`src/rtl/sequence_generator_if.sv`:
```
// Handshake and serial-output bundle between a stimulus controller and sequence_generator.
interface sequence_generator_if #(
  parameter int PATTERN_W = 16,
  parameter int LEN_W     = $clog2(PATTERN_W) + 1
);
  logic                 start;
  logic                 step;
  logic [PATTERN_W-1:0] pattern;
  logic [LEN_W-1:0]     len;
  logic                 repeat_en;
  logic                 A_out;
  logic                 busy;
  logic                 done;
  logic [LEN_W-1:0]     bit_cnt;
  logic                 expect_Z;

  modport master (
    output start, step, pattern, len, repeat_en,
    input  A_out, busy, done, bit_cnt, expect_Z
  );

  modport slave (
    input  start, step, pattern, len, repeat_en,
    output A_out, busy, done, bit_cnt, expect_Z
  );
endinterface

```
`src/rtl/sequence_generator.sv`:
```
// Serial stimulus transmitter: shifts a latched pattern out MSB-of-length first, one bit per step.
// Define SEQGEN_GOLDEN_DETECT_EN to build the golden sequence detector driving expect_Z.
module sequence_generator #(
  parameter int                  PATTERN_W  = 16,
  parameter int                  LEN_W      = $clog2(PATTERN_W) + 1,
  parameter int                  DETECT_W   = 4,
  parameter logic [DETECT_W-1:0] DETECT_SEQ = 4'b1011
) (
  input logic                 CLK,
  input logic                 RST_N,
  sequence_generator_if.slave bus
);
  localparam int IDX_W = (PATTERN_W > 1) ? $clog2(PATTERN_W) : 1;

  localparam logic [1:0] S_IDLE = 2'd0;
  localparam logic [1:0] S_SEND = 2'd1;
  localparam logic [1:0] S_FIN  = 2'd2;

  logic [1:0]           r_state;
  logic [PATTERN_W-1:0] r_pattern;
  logic [LEN_W-1:0]     r_len;
  logic [LEN_W-1:0]     r_cnt;
  logic                 r_aout;

  logic                 w_lenOk;
  logic                 w_startAccept;
  logic                 w_stepAccept;
  logic [IDX_W-1:0]     w_liveIdx;
  logic [IDX_W-1:0]     w_nextIdx;
  logic [IDX_W-1:0]     w_reloadIdx;

  assign w_lenOk       = (bus.len != '0) && (bus.len <= LEN_W'(PATTERN_W));
  assign w_startAccept = (r_state == S_IDLE) && bus.start && w_lenOk;
  assign w_stepAccept  = (r_state == S_SEND) && bus.step;

  // Indices are only consumed when the count guarantees they are in range, so truncation is safe.
  assign w_liveIdx   = IDX_W'(bus.len - LEN_W'(1));
  assign w_nextIdx   = IDX_W'(r_cnt - LEN_W'(2));
  assign w_reloadIdx = IDX_W'(r_len - LEN_W'(1));

  always_ff @(posedge CLK or negedge RST_N) begin
    if (!RST_N) begin
      r_state   <= S_IDLE;
      r_pattern <= '0;
      r_len     <= '0;
      r_cnt     <= '0;
      r_aout    <= 1'b0;
    end else begin
      case (r_state)
        S_IDLE: begin
          if (w_startAccept) begin
            r_state   <= S_SEND;
            r_pattern <= bus.pattern;
            r_len     <= bus.len;
            r_cnt     <= bus.len;
            r_aout    <= bus.pattern[w_liveIdx];
          end
        end
        S_SEND: begin
          if (w_stepAccept) begin
            if (r_cnt > LEN_W'(1)) begin
              r_cnt  <= r_cnt - LEN_W'(1);
              r_aout <= r_pattern[w_nextIdx];
            end else if (bus.repeat_en) begin
              r_cnt  <= r_len;
              r_aout <= r_pattern[w_reloadIdx];
            end else begin
              r_state <= S_FIN;
              r_cnt   <= '0;
              r_aout  <= 1'b0;
            end
          end
        end
        S_FIN: begin
          r_state <= S_IDLE;
        end
        default: begin
          r_state <= S_IDLE;
        end
      endcase
    end
  end

  assign bus.A_out   = r_aout;
  assign bus.busy    = (r_state == S_SEND);
  assign bus.done    = (r_state == S_FIN);
  assign bus.bit_cnt = r_cnt;

`ifdef SEQGEN_GOLDEN_DETECT_EN
  localparam int DCNT_W = $clog2(DETECT_W + 1);

  logic [DETECT_W-1:0] r_hist;
  logic [DCNT_W-1:0]   r_shifted;

  // The outgoing bit is captured before the step replaces it, so the last bit is seen too.
  always_ff @(posedge CLK or negedge RST_N) begin
    if (!RST_N) begin
      r_hist    <= '0;
      r_shifted <= '0;
    end else if (w_startAccept) begin
      r_hist    <= '0;
      r_shifted <= '0;
    end else if (w_stepAccept) begin
      r_hist <= {r_hist[DETECT_W-2:0], r_aout};
      if (r_shifted != DCNT_W'(DETECT_W)) begin
        r_shifted <= r_shifted + DCNT_W'(1);
      end
    end
  end

  assign bus.expect_Z = (r_hist == DETECT_SEQ) && (r_shifted == DCNT_W'(DETECT_W));
`else
  logic w_unusedDetect;

  assign w_unusedDetect = ^DETECT_SEQ;
  assign bus.expect_Z   = 1'b0;
`endif
endmodule
```
`src/flat_wrapper.sv`:
```
// flat-port wrapper written by rule: the top's interface ports become plain ports
module sequence_generator_flat 
#(
  parameter int                  PATTERN_W  = 16,
  parameter int                  LEN_W      = $clog2(PATTERN_W) + 1,
  parameter int                  DETECT_W   = 4,
  parameter logic [DETECT_W-1:0] DETECT_SEQ = 4'b1011
)
  (CLK, RST_N, bus_start, bus_step, bus_pattern, bus_len, bus_repeat_en, bus_A_out, bus_busy, bus_done, bus_bit_cnt, bus_expect_Z);
  sequence_generator_if #(.PATTERN_W(PATTERN_W), .LEN_W(LEN_W)) bus_i ();
  input logic CLK;
  input logic RST_N;
  input wire logic [$bits(bus_i.start)-1:0] bus_start;
  input wire logic [$bits(bus_i.step)-1:0] bus_step;
  input wire logic [$bits(bus_i.pattern)-1:0] bus_pattern;
  input wire logic [$bits(bus_i.len)-1:0] bus_len;
  input wire logic [$bits(bus_i.repeat_en)-1:0] bus_repeat_en;
  output wire logic [$bits(bus_i.A_out)-1:0] bus_A_out;
  output wire logic [$bits(bus_i.busy)-1:0] bus_busy;
  output wire logic [$bits(bus_i.done)-1:0] bus_done;
  output wire logic [$bits(bus_i.bit_cnt)-1:0] bus_bit_cnt;
  output wire logic [$bits(bus_i.expect_Z)-1:0] bus_expect_Z;
  assign bus_i.start = bus_start;
  assign bus_i.step = bus_step;
  assign bus_i.pattern = bus_pattern;
  assign bus_i.len = bus_len;
  assign bus_i.repeat_en = bus_repeat_en;
  assign bus_A_out = bus_i.A_out;
  assign bus_busy = bus_i.busy;
  assign bus_done = bus_i.done;
  assign bus_bit_cnt = bus_i.bit_cnt;
  assign bus_expect_Z = bus_i.expect_Z;
  sequence_generator #(.PATTERN_W(PATTERN_W), .LEN_W(LEN_W), .DETECT_W(DETECT_W), .DETECT_SEQ(DETECT_SEQ)) u_core (.CLK(CLK), .RST_N(RST_N), .bus(bus_i));
endmodule
```
`config.mk`:
```
export PLATFORM = sky130hd
export DESIGN_NAME = sequence_generator_flat
export DESIGN_NICKNAME = d
export VERILOG_FILES = /design/src/rtl/sequence_generator_if.sv /design/src/rtl/sequence_generator.sv /design/src/flat_wrapper.sv
export SDC_FILE = /design/constraint.sdc
export NUM_CORES = 1
export LEC_CHECK = 0
export BUFFER_PORTS_ARGS = -buffer_cell sky130_fd_sc_hd__buf_2
export CAP_MARGIN = 40
export CELL_PAD_IN_SITES_DETAIL_PLACEMENT = 0
export CELL_PAD_IN_SITES_GLOBAL_PLACEMENT = 1
export CORE_UTILIZATION = 40
export DETAILED_ROUTE_END_ITERATION = 6
export PLACE_DENSITY_LB_ADDON = 0.1
export SLEW_MARGIN = 5
export SYNTH_ARGS = -nofsm -noshare
export SYNTH_HDL_FRONTEND = slang
export SYNTH_SLANG_ARGS = --single-unit
```
`constraint.sdc`:
```
create_clock -name CLK -period 3.3 [get_ports CLK]
set_input_delay 0.33 -clock CLK [delete_from_list [all_inputs] [get_ports CLK]]
set_output_delay 0.33 -clock CLK [all_outputs]
set_load 0.01 [all_outputs]
```
## Word level (Yosys, flattened, before mapping)

Index checks and enable logic that the tools add are counted.

| storage, ports and cells | value |
|---|---|
| register bits after elaboration | 29 |
| word-level logic and storage cells | 51 |
| bits of input ports | 26 |
| output and inout bits | 9 |

| operators by class | value |
|---|---|
| multiplexer cells | 21 |
| add/sub/neg operators | 4 |
| reduce and logical (&&, ||, !) cells | 10 |
| equality and inequality tests | 6 |
| $lt $le $gt $ge | 5 |

Operators with widths:

| kind | count |
|---|---|
| two-way mux 5 bit | 4 |
| less-than comparator 4 x 5 -> 1 bit, second input constant | 3 |
| binary-select mux 1 bit (select 4 bit) | 3 |
| case mux 5 bit (2 select lines) | 1 |
| two-way mux 2 bit | 4 |
| subtractor 4 x 1 -> 4 bit, second input constant | 2 |
| two-way mux 1 bit | 7 |
| > comparator 5 x 1 -> 1 bit, second input constant | 1 |
| <= comparator 5 bit, second input constant | 1 |
| nonzero test 5 bit | 1 |
| subtractor 5 x 1 -> 5 bit, second input constant | 1 |
| logical AND 1 bit | 4 |
| != test 2 x 1 -> 1 bit, second input constant | 2 |
| != test 2 bit, second input constant | 2 |
| case mux 2 bit (2 select lines) | 1 |
| AND reduction 4 bit | 1 |
| subtractor 4 x 2 -> 4 bit, second input constant | 1 |
| AND reduction 3 bit | 1 |
| == test 2 x 1 -> 1 bit, second input constant | 1 |
| == test 2 bit, second input constant | 1 |
| logical NOT 2 bit | 1 |
| case mux 1 bit (2 select lines) | 1 |
| AND reduction 2 bit | 1 |
| nonzero test 2 bit | 1 |

## Depth between registers and ports, before layout

| depth | value |
|---|---|
| depth after elaboration | 7 |
| mapped depth | 9 |
| mapped depth without buffers | 8 |

## Worst setup path after synthesis

OpenSTA, ideal clock, no wires.

| timing | value |
|---|---|
| kind | flip-flop to flip-flop |
| start | reg u_core.r_len[0] |
| end | reg u_core.r_aout, in the netlist u_core.bus.A_out |
| data arrival time | 2.250 ns |
| cell stages (with the launch flop) | 8 |
| period minus slack after synthesis | 2.374 ns |
| path slack | 0.926 ns |
| setup time | 0.124 ns |
| data required time | 3.176 ns |
| path through | dfrtp_1 > clkbuf_1 > inv_1 > ha_1 > mux4_1 > mux4_2 > a211oi_2 > o21ai_1 |

| on the way | value |
|---|---|
| cells in the longest elaborated chain, start to end | 7 |

Ends and longest elaborated chain:

| what | line | text |
|---|---|---|
| start, declared | sequence_generator.sv:21 | `logic [LEN_W-1:0] r_len;` |
| start signal, assigned | sequence_generator.sv:54 | `r_len <= bus.len;` |
| subtractor 4 x 1 -> 4 bit | sequence_generator.sv:39 | `assign w_reloadIdx = IDX_W'(r_len - LEN_W'(1));` |
| binary-select mux 1 bit (select 4 bit) | sequence_generator.sv:66 | `r_aout <= r_pattern[w_reloadIdx];` |
| two-way mux 1 bit (not written as such) | sequence_generator.sv:66 |  |
| two-way mux 1 bit | sequence_generator.sv:64 | `end else if (bus.repeat_en) begin` |
| two-way mux 1 bit | sequence_generator.sv:61 | `if (r_cnt > LEN_W'(1)) begin` |
| two-way mux 1 bit | sequence_generator.sv:60 | `if (w_stepAccept) begin` |
| case mux 1 bit (2 select lines) | sequence_generator.sv:49 | `case (r_state)` |
| end signal, assigned | sequence_generator.sv:56 | `r_aout <= bus.pattern[w_liveIdx];` |
| end signal, assigned | sequence_generator.sv:63 | `r_aout <= r_pattern[w_nextIdx];` |
| end signal, assigned | sequence_generator.sv:66 |  |
| end, declared | sequence_generator.sv:23 | `logic r_aout;` |

Every way passes these cells. The select of a mux whose other input is x is not followed.
A chain may end at the register's enable or synchronous reset.

## Final worst setup path

Same ends and word-level chain as after synthesis.

==> impl_metrics.prom <==
# TYPE chip_impl_metric gauge
chip_impl_info{name="outcome",value="completed"} 1
chip_impl_metric{name="total_switching_power",unit="mW"} 0.7558
chip_impl_metric{name="totalPowerFinal",unit="mW"} 2.025
chip_impl_metric{name="synthesis_to_finish_area_growth",unit="%"} 15.94
chip_impl_metric{name="tritoncts_num_sinks",unit=""} 29
chip_impl_info{name="worst_r2r_endpoint",value="u_core.bus.A_out"} 1
chip_impl_metric{name="io_pins",unit=""} 35
chip_impl_metric{name="layout.area.seq",unit="um2"} 725.7
chip_impl_metric{name="design_area",unit="mm2"} 0.002157
chip_impl_metric{name="power_per_cell_area",unit="mW/mm2"} 938.7
chip_impl_metric{name="globalRoute.totalOverflow",unit=""} 0
chip_impl_metric{name="core",unit="mm2"} 0.004414
chip_impl_metric{name="rows",unit=""} 24
chip_impl_info{name="root_buffer",value="sky130_fd_sc_hd__clkbuf_8"} 1
chip_impl_metric{name="power.leakage",unit="nW"} 0.9783
chip_impl_metric{name="clkPwrFrac",unit=""} 0.159
chip_impl_metric{name="global_route.usage.total",unit=""} 0.1905
chip_impl_metric{name="post_synth_inst_count",unit=""} 155
chip_impl_metric{name="drt_pass1_iterations",unit=""} 4
chip_impl_metric{name="cts_buffer_depth",unit=""} 2
chip_impl_metric{name="path_clk_slew",unit="ns"} 0.07
chip_impl_metric{name="regToRegSetupSlack",unit="ns"} 0.91
chip_impl_info{name="worst-setup-path-type",value="flip-flop to flip-flop"} 1
chip_impl_info{name="netlist.top_cell.by_area",value="sky130_fd_sc_hd__dfrtp_1"} 1
chip_impl_metric{name="placement_stage_worst_setup_slack",unit="ns"} 0.8876
chip_impl_metric{name="postPlaceCellArea",unit="mm2"} 0.002056
chip_impl_metric{name="multi_input_area",unit="mm2"} 0.001055
chip_impl_metric{name="worst_slew_pin_slew",unit="ns"} 0.6502
chip_impl_metric{name="critPathBufInv",unit=""} 1
chip_impl_metric{name="synth.top_cell.area_share",unit=""} 0.3900
chip_impl_metric{name="nets",unit=""} 222
chip_impl_metric{name="combinational_power_share",unit=""} 0.480
chip_impl_metric{name="synth_seq_area_share",unit=""} 0.3900
chip_impl_metric{name="htreeDepth",unit=""} 2
chip_impl_metric{name="switching_share",unit=""} 0.3733
chip_impl_info{name="clock_tree_from_tritoncts",value="yes"} 1
chip_impl_info{name="slowest_stage",value="sky130_fd_sc_hd__mux4_1"} 1
chip_impl_metric{name="n_antenna_cell",unit=""} 0
chip_impl_metric{name="first_global_vias",unit=""} 1364
chip_impl_metric{name="final-setup-viol-count",unit=""} 0
chip_impl_metric{name="finalCritPeriodShare",unit=""} 0.7245
chip_impl_metric{name="syn_nets",unit=""} 188
chip_impl_metric{name="via_per_inst",unit=""} 5.620
chip_impl_metric{name="pin_count_of_the_biggest_net_entering_global_routing",unit=""} 30
chip_impl_metric{name="path_max_fanout",unit=""} 9
chip_impl_info{name="min-delay-path-class",value="input pin to asynchronous set/reset pin"} 1
chip_impl_metric{name="pwr-share-seq",unit=""} 0.360
chip_impl_metric{name="die-height",unit="um"} 70.20
chip_impl_metric{name="floorplan.die_area",unit="mm2"} 0.004928
chip_impl_metric{name="portBuffers",unit=""} 33
chip_impl_metric{name="clock.fmax",unit="GHz"} 0.4182
chip_impl_metric{name="detail_route.wirelength",unit="um"} 4205
chip_impl_metric{name="antenna_violating_nets_post_route",unit=""} 0
chip_impl_metric{name="drc",unit=""} 0
chip_impl_metric{name="ir_worst_vdd",unit="V"} 0.0003529
chip_impl_metric{name="crit_arrival",unit="ns"} 2.55
chip_impl_metric{name="grt_first_pass_wirelength",unit="um"} 7203
chip_impl_metric{name="die_w",unit="um"} 70.20
chip_impl_metric{name="place_congestion",unit=""} 0.7961
chip_impl_info{name="leading_post_synthesis_cells_by_cell_area",value="sky130_fd_sc_hd__dfrtp_1 (39%), sky130_fd_sc_hd__mux2_2 (11%), sky130_fd_sc_hd__mux4_1 (9.9%), sky130_fd_sc_hd__mux4_2 (8.5%), sky130_fd_sc_hd__ha_1 (4.7%)"} 1
chip_impl_metric{name="ys_ff_latch",unit=""} 29
chip_impl_metric{name="syn-cell-area",unit="mm2"} 0.001861
chip_impl_info{name="grt_setup_unrepaired",value="false"} 1
chip_impl_metric{name="routedWlPerCell",unit="um"} 17.38
chip_impl_metric{name="max-cap-violations",unit=""} 0
chip_impl_metric{name="layout-drive-gt1-share",unit=""} 0.3632
chip_impl_metric{name="cp_slowest_stage_delay",unit="ns"} 0.57
chip_impl_metric{name="detailedPlacementHpwl",unit="um"} 3236
chip_impl_info{name="r2r_start",value="u_core.r_len[0]"} 1
chip_impl_info{name="critical_path.startpoint_type",value="flip-flop"} 1
chip_impl_metric{name="synth.lib_cells_used.distinct",unit=""} 40
chip_impl_info{name="path_delay_family",value="multiplexers"} 1
chip_impl_info{name="timing.critical_path.cells",value="inv_1 -> ha_1 -> mux4_1 -> mux4_2 -> a211oi_2 -> o21ai_1"} 1
chip_impl_metric{name="n_fill_cell",unit=""} 432
chip_impl_metric{name="fin_skew",unit="ns"} 0.004488
chip_impl_metric{name="final-hold-violation-count",unit=""} 0
chip_impl_metric{name="post_cts_resized",unit=""} 0
chip_impl_metric{name="cp.depth",unit=""} 6
chip_impl_metric{name="relSlewSlack",unit=""} 0.5665
chip_impl_metric{name="cp.required",unit="ns"} 3.46
chip_impl_metric{name="initial_utilization",unit=""} 0.4215
chip_impl_metric{name="synth.avg_cell_area",unit="um2"} 12.00
chip_impl_metric{name="timing.setup.tns",unit="ns"} 0
chip_impl_metric{name="period_minus_slack",unit="ns"} 2.391
chip_impl_metric{name="clk_latency",unit="ns"} 0.28
chip_impl_metric{name="cts_setup_buffers",unit=""} 0
chip_impl_metric{name="initial_antenna_violation_count",unit=""} 0
chip_impl_metric{name="worst_r2r_path_depth",unit=""} 6
chip_impl_metric{name="drt-initial-drc-count",unit=""} 72
chip_impl_metric{name="cts-buffers-inserted",unit=""} 5
chip_impl_metric{name="slew_violations",unit=""} 0
chip_impl_metric{name="cts-hold-fix-buffers",unit=""} 0
chip_impl_metric{name="synthesis.yosys.warnings",unit=""} 0
chip_impl_metric{name="postLayoutSetupSlackWorst",unit="ns"} 0.9090
chip_impl_metric{name="routed-via-count",unit=""} 1360
chip_impl_metric{name="internal_power",unit="mW"} 1.269
chip_impl_info{name="worst_setup_path_end_kind",value="flip-flop"} 1
final cells by class:
| type | instances | area share |
|---|---|---|
| clock buffer | 7 | 0.04466 |
| clock inverter | 1 | 0.002320 |
| inverter | 10 | 0.01740 |
| sequential | 29 | 0.3364 |
| tap | 52 | 0.03016 |
| timing repair buffer | 34 | 0.08005 |
| multi-input combinational | 109 | 0.4890 |
cell usage in the layout (no fill, tap or decap), types with 4 or more instances in the layout:
cell,synthesis,layout
sky130_fd_sc_hd__a21oi_1,7,7
sky130_fd_sc_hd__buf_2,3,33
sky130_fd_sc_hd__clkbuf_8,0,7
sky130_fd_sc_hd__dfrtp_1,29,29
sky130_fd_sc_hd__ha_1,7,7
sky130_fd_sc_hd__inv_1,9,9
sky130_fd_sc_hd__mux2_2,19,19
sky130_fd_sc_hd__mux4_1,7,7
sky130_fd_sc_hd__mux4_2,7,7
sky130_fd_sc_hd__nand2_1,8,8
sky130_fd_sc_hd__nor2_1,5,5
sky130_fd_sc_hd__o21ai_0,12,12
sky130_fd_sc_hd__xor2_1,4,4
Yosys cell counts:
library cell,instances
sky130_fd_sc_hd__a211oi_1,3
sky130_fd_sc_hd__a211oi_2,1
sky130_fd_sc_hd__a21boi_0,1
sky130_fd_sc_hd__a21o_1,1
sky130_fd_sc_hd__a21oi_1,7
sky130_fd_sc_hd__a31oi_1,1
sky130_fd_sc_hd__and2_1,1
sky130_fd_sc_hd__and3_1,1
sky130_fd_sc_hd__buf_2,3
sky130_fd_sc_hd__buf_4,1
sky130_fd_sc_hd__buf_6,1
sky130_fd_sc_hd__clkbuf_1,1
sky130_fd_sc_hd__clkbuf_2,1
sky130_fd_sc_hd__clkinv_1,1
sky130_fd_sc_hd__conb_1,1
sky130_fd_sc_hd__dfrtp_1,29
sky130_fd_sc_hd__ha_1,7
sky130_fd_sc_hd__inv_1,9
sky130_fd_sc_hd__mux2_2,19
sky130_fd_sc_hd__mux2i_1,1
sky130_fd_sc_hd__mux4_1,7
sky130_fd_sc_hd__mux4_2,7
sky130_fd_sc_hd__nand2_1,8
sky130_fd_sc_hd__nand2b_1,1
sky130_fd_sc_hd__nand3_1,3
sky130_fd_sc_hd__nand3b_1,1
sky130_fd_sc_hd__nor2_1,5
sky130_fd_sc_hd__nor2b_1,3
sky130_fd_sc_hd__nor3_1,2
sky130_fd_sc_hd__nor3b_1,1
sky130_fd_sc_hd__nor4_1,1
sky130_fd_sc_hd__o211ai_1,2
sky130_fd_sc_hd__o21a_1,1
sky130_fd_sc_hd__o21ai_0,12
sky130_fd_sc_hd__o21ai_1,1
sky130_fd_sc_hd__o31ai_1,1
sky130_fd_sc_hd__o32a_1,1
sky130_fd_sc_hd__or4_1,1
sky130_fd_sc_hd__xnor2_1,3
sky130_fd_sc_hd__xor2_1,4
sequential cells by signal (all words and copies together) (netlist names):
signal              count
u_core.r_len            5
u_core.bus.A_out        1
u_core.bus.bit_cnt      5
u_core.r_state          2
u_core.r_pattern       16
through the flow:
stage | hold slack (ns) | utilization | std cells
after floorplan | 0.03441 | - | 155
after global placement | 0.4023 | 0.4657 | 234
after detailed placement | 0.4038 | 0.4657 | 234
after CTS | 0.1111 | 0.4887 | 242
after global routing | 0.1337 | 0.4887 | 242
final | 0.07838 | 0.4887 | 242
logic make-up (layout without fill, tap and decap cells):
group | count (synthesis) | in the layout | synth area share
flip-flops | 29 | 29 | 0.3900
AND/OR/NAND/NOR | 28 | 28 | 0.07533
multiplexers | 34 | 34 | 0.3040
other | 1 | 1 | 0.002016
XOR/XNOR | 7 | 7 | 0.03295
buffers and inverters | 17 | 52 | 0.04303
adder cells (fa/ha/maj) | 7 | 7 | 0.04707
AO/OA/AOI/OAI | 32 | 32 | 0.1056
worst reg2reg max path, delay by kind of cell, from the launching register on:
family / cells / cell delay (ns)
muxes: 2 / 1.05
DFF: 1 / 0.48
adders and majority gates: 1 / 0.39
AOI/OAI and AO/OA: 2 / 0.28
buffers and inverters: 1 / 0.08
power by group through the flow:
| stage | logic, mW | clock network, mW | registers, mW |
|---|---|---|---|
| after floorplan | 0.802 | 0 | 0.660 |
| after global placement | 0.967 | 0 | 0.740 |
| after detailed placement | 0.982 | 0 | 0.739 |
| after CTS | 0.987 | 0.328 | 0.732 |
| after global routing | 1.08 | 0.347 | 0.768 |
| final | 0.973 | 0.323 | 0.730 |
routing by layer:
layer,share of wire,track usage
met1,0.49,0.2663
met5,0,0
met2,0.46,0.3013
met4,0.013,0.05333
met3,0.035,0.03896
worst max path at each step:
stage               slack, ns                     to             startpoint
floorplan                0.93       u_core.bus.A_out        u_core.r_len[0]
global placement         0.94  u_core.bus.bit_cnt[0]  u_core.bus.bit_cnt[1]
detailed placement       0.89       u_core.bus.A_out        u_core.r_len[0]
CTS                      0.87       u_core.bus.A_out        u_core.r_len[0]
global route             0.74  u_core.bus.bit_cnt[0]  u_core.bus.bit_cnt[1]
finish                   0.91       u_core.bus.A_out        u_core.r_len[0]
No activity file was read; power rests on OpenSTA's default activity.
